[src/rtl/wb_stage_pipe.sv]
// wb_stage_pipe: MEM/WB pipeline register plus a DEPTH-entry result FIFO that
// feeds the register-file write port. Result source selection and load
// alignment happen on entry, so the FIFO stores final write-back values.
// Optional feature macro: WB_BYPASS_EN (adds fwd_valid/fwd_rd/fwd_data, which
// expose the newest buffered entry that will really write the register file).
module wb_stage_pipe #(
  parameter int XLEN       = 32,
  parameter int REG_ADDR_W = 5,
  parameter int DEPTH      = 2,
  parameter int CNT_W      = 32
) (
  input  logic                  clk,
  input  logic                  rst_n,
  input  logic                  flush,
  input  logic                  in_valid,
  output logic                  in_ready,
  input  logic [XLEN-1:0]       in_alu,
  input  logic [XLEN-1:0]       in_mem,
  input  logic [XLEN-1:0]       in_pc4,
  input  logic [XLEN-1:0]       in_csr,
  input  logic [1:0]            in_wb_sel,
  input  logic [2:0]            in_funct3,
  input  logic [1:0]            in_addr_lo,
  input  logic [REG_ADDR_W-1:0] in_rd,
  input  logic                  in_reg_write,
  input  logic                  rf_stall,
  output logic                  rf_we,
  output logic [REG_ADDR_W-1:0] rf_waddr,
  output logic [XLEN-1:0]       rf_wdata,
`ifdef WB_BYPASS_EN
  output logic                  fwd_valid,
  output logic [REG_ADDR_W-1:0] fwd_rd,
  output logic [XLEN-1:0]       fwd_data,
`endif
  output logic [CNT_W-1:0]      retired
);

  localparam int AW = $clog2(DEPTH);

  // Pointers carry one extra wrap bit so full and empty are distinguishable.
  logic [AW:0]             wr_ptr_q, wr_ptr_d, rd_ptr_q, rd_ptr_d;
  logic [XLEN-1:0]         data_q [DEPTH];
  logic [XLEN-1:0]         data_d [DEPTH];
  logic [REG_ADDR_W-1:0]   rd_q [DEPTH];
  logic [REG_ADDR_W-1:0]   rd_d [DEPTH];
  logic [DEPTH-1:0]        we_q, we_d;
  logic                    in_ready_q, in_ready_d;
  logic                    rf_we_q, rf_we_d;
  logic [REG_ADDR_W-1:0]   rf_waddr_q, rf_waddr_d;
  logic [XLEN-1:0]         rf_wdata_q, rf_wdata_d;
  logic [CNT_W-1:0]        retired_q, retired_d;

  logic [XLEN-1:0]         entry_data;
  logic [XLEN-1:0]         load_data;
  logic [7:0]              byte_v;
  logic [15:0]             half_v;
  logic                    empty, push, pop;
  logic [AW-1:0]           wr_idx, rd_idx;

  assign empty  = (wr_ptr_q == rd_ptr_q);
  assign wr_idx = wr_ptr_q[AW-1:0];
  assign rd_idx = rd_ptr_q[AW-1:0];
  // in_ready_q is the registered !full, so a same-cycle pop cannot reopen it.
  assign push   = in_valid && in_ready_q && !flush;
  assign pop    = !empty && !rf_stall && !flush;

  // Select the write-back source and align/extend load data before storage.
  always_comb begin
    byte_v = in_mem[{in_addr_lo, 3'b000} +: 8];
    half_v = in_addr_lo[1] ? in_mem[31:16] : in_mem[15:0];
    case (in_funct3)
      3'b000:  load_data = {{(XLEN-8){byte_v[7]}}, byte_v};
      3'b001:  load_data = {{(XLEN-16){half_v[15]}}, half_v};
      3'b100:  load_data = {{(XLEN-8){1'b0}}, byte_v};
      3'b101:  load_data = {{(XLEN-16){1'b0}}, half_v};
      default: load_data = in_mem;
    endcase
    case (in_wb_sel)
      2'd0:    entry_data = in_alu;
      2'd1:    entry_data = load_data;
      2'd2:    entry_data = in_pc4;
      2'd3:    entry_data = in_csr;
      default: entry_data = '0;
    endcase
  end

  // Next-state for FIFO storage, pointers, drain register and retire counter.
  always_comb begin
    wr_ptr_d   = wr_ptr_q;
    rd_ptr_d   = rd_ptr_q;
    data_d     = data_q;
    rd_d       = rd_q;
    we_d       = we_q;
    rf_we_d    = 1'b0;
    rf_waddr_d = rf_waddr_q;
    rf_wdata_d = rf_wdata_q;
    retired_d  = retired_q;
    if (pop) begin
      rf_we_d    = we_q[rd_idx];
      rf_waddr_d = rd_q[rd_idx];
      rf_wdata_d = data_q[rd_idx];
      rd_ptr_d   = rd_ptr_q + (AW+1)'(1);
      retired_d  = retired_q + CNT_W'(1);
    end
    if (push) begin
      data_d[wr_idx] = entry_data;
      rd_d[wr_idx]   = in_rd;
      // x0 and non-writing entries still occupy a slot but never assert rf_we.
      we_d[wr_idx]   = in_reg_write && (in_rd != '0);
      wr_ptr_d       = wr_ptr_q + (AW+1)'(1);
    end
    if (flush) begin
      wr_ptr_d = '0;
      rd_ptr_d = '0;
    end
    in_ready_d = !((wr_ptr_d[AW] != rd_ptr_d[AW]) &&
                   (wr_ptr_d[AW-1:0] == rd_ptr_d[AW-1:0]));
  end

  // State registers, cleared asynchronously.
  always_ff @(posedge clk or negedge rst_n) begin
    if (!rst_n) begin
      wr_ptr_q   <= '0;
      rd_ptr_q   <= '0;
      we_q       <= '0;
      in_ready_q <= 1'b1;
      rf_we_q    <= 1'b0;
      rf_waddr_q <= '0;
      rf_wdata_q <= '0;
      retired_q  <= '0;
      for (int i = 0; i < DEPTH; i++) begin
        data_q[i] <= '0;
        rd_q[i]   <= '0;
      end
    end else begin
      wr_ptr_q   <= wr_ptr_d;
      rd_ptr_q   <= rd_ptr_d;
      we_q       <= we_d;
      in_ready_q <= in_ready_d;
      rf_we_q    <= rf_we_d;
      rf_waddr_q <= rf_waddr_d;
      rf_wdata_q <= rf_wdata_d;
      retired_q  <= retired_d;
      data_q     <= data_d;
      rd_q       <= rd_d;
    end
  end

  assign in_ready = in_ready_q;
  assign rf_we    = rf_we_q;
  assign rf_waddr = rf_waddr_q;
  assign rf_wdata = rf_wdata_q;
  assign retired  = retired_q;

`ifdef WB_BYPASS_EN
  logic [AW:0]   occ;
  logic [AW-1:0] scan_idx;
  assign occ = wr_ptr_q - rd_ptr_q;

  // Scan oldest to newest so the last writing entry found is the newest one.
  always_comb begin
    fwd_valid = 1'b0;
    fwd_rd    = '0;
    fwd_data  = '0;
    scan_idx  = '0;
    for (int k = 0; k < DEPTH; k++) begin
      scan_idx = rd_idx + AW'(k);
      if (((AW+1)'(k) < occ) && we_q[scan_idx]) begin
        fwd_valid = 1'b1;
        fwd_rd    = rd_q[scan_idx];
        fwd_data  = data_q[scan_idx];
      end
    end
  end
`endif

endmodule
[config.mk]
export PLATFORM = sky130hd
export DESIGN_NAME = wb_stage_pipe
export DESIGN_NICKNAME = d
export VERILOG_FILES = /design/src/rtl/wb_stage_pipe.sv
export SDC_FILE = /design/constraint.sdc
export NUM_CORES = 1
export LEC_CHECK = 0
export CORE_MARGIN = 3
export CORE_UTILIZATION = 44
export DETAILED_ROUTE_END_ITERATION = 10
export PLACE_DENSITY = 0.8
export SLEW_MARGIN = 30
export SYNTH_ARGS = -nofsm -noshare
export SYNTH_HDL_FRONTEND = slang
export SYNTH_SLANG_ARGS = --single-unit
[constraint.sdc]
create_clock -name clk -period 2.01 [get_ports clk]
set_input_delay 0.402 -clock clk [delete_from_list [all_inputs] [get_ports clk]]
set_output_delay 0.402 -clock clk [all_outputs]
set_load 0.02 [all_outputs]
==> results_dict.tcl <==
set metrics [dict create \
    ir_drop_v 0.000631 \
    crit_chain "clkdlybuf4s50_1" \
    grt_usage 0.237 \
    synth_cells 793 \
    initial_core_util 0.459 \
    drtIter0Drc 422 \
    dieArea_um2 19200 \
    syn_area_um2 7740 \
    cts_made_buffers 17 \
    die_height_um 139 \
    yosysWarnings 0 \
    crit_fanout 6 \
    ys_top_cells_by_count "dfrtp_1, nor2_1, a21oi_1" \
    syn_to_final_growth_pct 45.0 \
    yosysTopAreaCellShare 0.485 \
    synth_fa_ha_area_frac 0.00485 \
    clkTransAtPathRegs_ns 0.06 \
    setup_violations 0 \
    slew_viol_final 0 \
    syn_nets 942 \
    status "finished, final reports clean" \
    io_buffers 216 \
    seq_area_frac_synth 0.488 \
    vias 6892 \
    grt_start_max_net_pins 60 \
    ys.flop_type "dfrtp_1" \
    drc 0 \
    tightest_slew_ns 0.591 \
    cts-root-buf "clkbuf_16" \
    postLayoutCellArea_um2 11200 \
    critPathTopFamily "buffers and inverters" \
    synth_edf_count 0 \
    rsz0062_at_grt "true" \
    ys_types 49 \
    synth_top_family_by_area "compound AO/OA/AOI/OAI gates" \
    grt_pass1_vias 6947 \
    first_pass_iters 5 \
    synthXorXnorAreaFrac 0.0430 \
    ys_seq_elements 151 \
    ant_nets 0 \
    clkSinkCount 151 \
    synth-compound-area-share 0.166 \
    hpwl_um 17000 \
    htree_levels 4 \
    synthMostInstantiatedCell "dfrtp_1" \
    avgSynthCellArea_um2 9.76 \
    coreArea_um2 16900 \
    clk_latency_ns 0.42 \
    cp_slowest_cell "clkdlybuf4s50_1" \
    grt_pass1_wl_um 36500 \
    power_density_nw_per_um2 1030 \
    vias_per_cell 5.42 \
    max_stage_delay_ns 0.65 \
    cp-end-kind "output port" \
    yosys.area_share.simple 0.137 \
    rows 47 \
    drive_gt1_frac 0.148 \
    finalPower_w 0.0115 \
    relSlewSlack 0.603 \
    antenna_cells 0 \
    arrival_ns 1.53 \
    fmax_mhz 518 \
    clockBufferDepth 2 \
    skew_ns 0.00752 \
    hold_path.class "flip-flop to flip-flop" \
    leakage_nw 4.79 \
    cts_tree "built" \
    cp-start-kind "flip-flop" \
    gp_congestion 0.973 \
    grt_antenna_before_repair 0 \
    synthMuxAreaShare 0.117 \
    path_buf_inv 1 \
    nNetsFinal 1188 \
    async_reset_ff_frac 1.00 \
    place_area_um2 10500 \
    min_period_ns 1.93 \
    grt.overflow.total 0 \
    maxCapViolCount 0 \
    num_io_pins 217 \
    finish.utilization 0.665 \
    yosys.area.top_type "dfrtp_1" \
    drt_wl_total_um 23000 \
    hold_viol 0 \
    fin_crit_sh 0.961 \
    synth_area_leaders "dfrtp_1, mux2i_1, a21oi_1" \
    wl_per_cell_um 18.1 \
    die_x_um 139 \
    crit_type "flip-flop to output port" \
    cp.required_ns 1.61 \
]
[logic make-up (layout without fill, tap and decap cells)]
family	count (synthesis)	after routing
AOI/OAI and AO/OA	201	201
xor gates and xnor gates	38	38
adders and majority gates	3	3
buffers and inverters	83	342
DFF	151	151
muxes	84	84
and+or+nand+nor	233	233
[cell usage in the layout, fill, tap and decap left out, types with 6 or more instances in the layout]
cell and instances:
o32ai_1 6, dfrtp_1 149, dlymetal6s2s_1 6, xnor2_1 21, o22a_1 7, a211o_1 6, clkdlybuf4s50_1 206, clkbuf_8 6
o21ai_0 42, a22oi_1 16, buf_4 58, mux2_2 33, clkbuf_16 17, a221oi_2 6, inv_1 28, a21oi_1 79
nand2_1 66, nand3_1 12, mux2i_1 49, buf_12 6, nor3_1 11, xor2_1 16, nor2_1 101, nor2b_1 17
a211oi_1 23
[cell type report]
type / instances / area (µm²)
clock buffer: 25 / 515
clock inverter: 7 / 138
fill: 1346 / 5660
inverter: 28 / 105
multi-input combinational: 559 / 3660
sequential: 151 / 3780
tap: 220 / 275
timing repair buffer: 282 / 2740
[metrics by stage]
step | std cells | hold WS, ns | setup slack (ns) | setup TNS [ns]
2_1_floorplan | 793 | 0.106 | 0.0710 | 0
3_3_place_gp | 1237 | 0.410 | -0.586 | -32.22
3_5_place_dp | 1238 | 0.415 | -0.521 | -24.29
4_1_cts | 1271 | 0.472 | 0.00634 | 0
5_1_grt | 1272 | 0.507 | 0.000638 | 0
6_report | 1272 | 0.468 | 0.0790 | 0
[final timing paths]
check	slack (ns)	end	cells past startpoint	start
worst max register to register	0.19	retired[5]	5	wr_ptr_q[0]
min in group asynchronous	0.52	rf_wdata[19]	2	rst_n
worst min register to register	0.47	retired[31]	1	retired[31]
worst min-delay path	0.47	retired[31]	1	retired[31]
max in group asynchronous	0.83	data_q[32]	3	rst_n
worst max-delay path	0.08	retired[9]	1	retired[9]
[per-layer routing]
layer	track usage	vias to the layer above	share of wire
li1	-	3276	-
met3	0.0479	49	0.051
met2	0.399	234	0.50
met1	0.302	3333	0.42
met4	0.0963	0	0.032
met5	0	-	0
[report_power, final]
part	switching [W]	internal, W
Sequential	0.000558	0.00397
Combinational	0.00179	0.00176
Clock	0.00118	0.00227
Total	0.00352	0.00800
[state kept, by name, summed over array words and instances, names as in the netlist]
signal / flops
in_ready: 1
rf_wdata: 32
rf_we: 1
we_q: 2
rd_ptr_q: 2
wr_ptr_q: 2
data_q: 64
rd_q: 10
rf_waddr: 5
retired: 32
[timing repair]
action	4_1_cts	5_1_grt
pin swaps	0	3
setup endpoints to repair	26	20
hold buffers	1	0
resized for setup	1	12
setup buffers	0	1
endpoints found under the hold margin	53	0
Power figures use the tool's default switching activity.
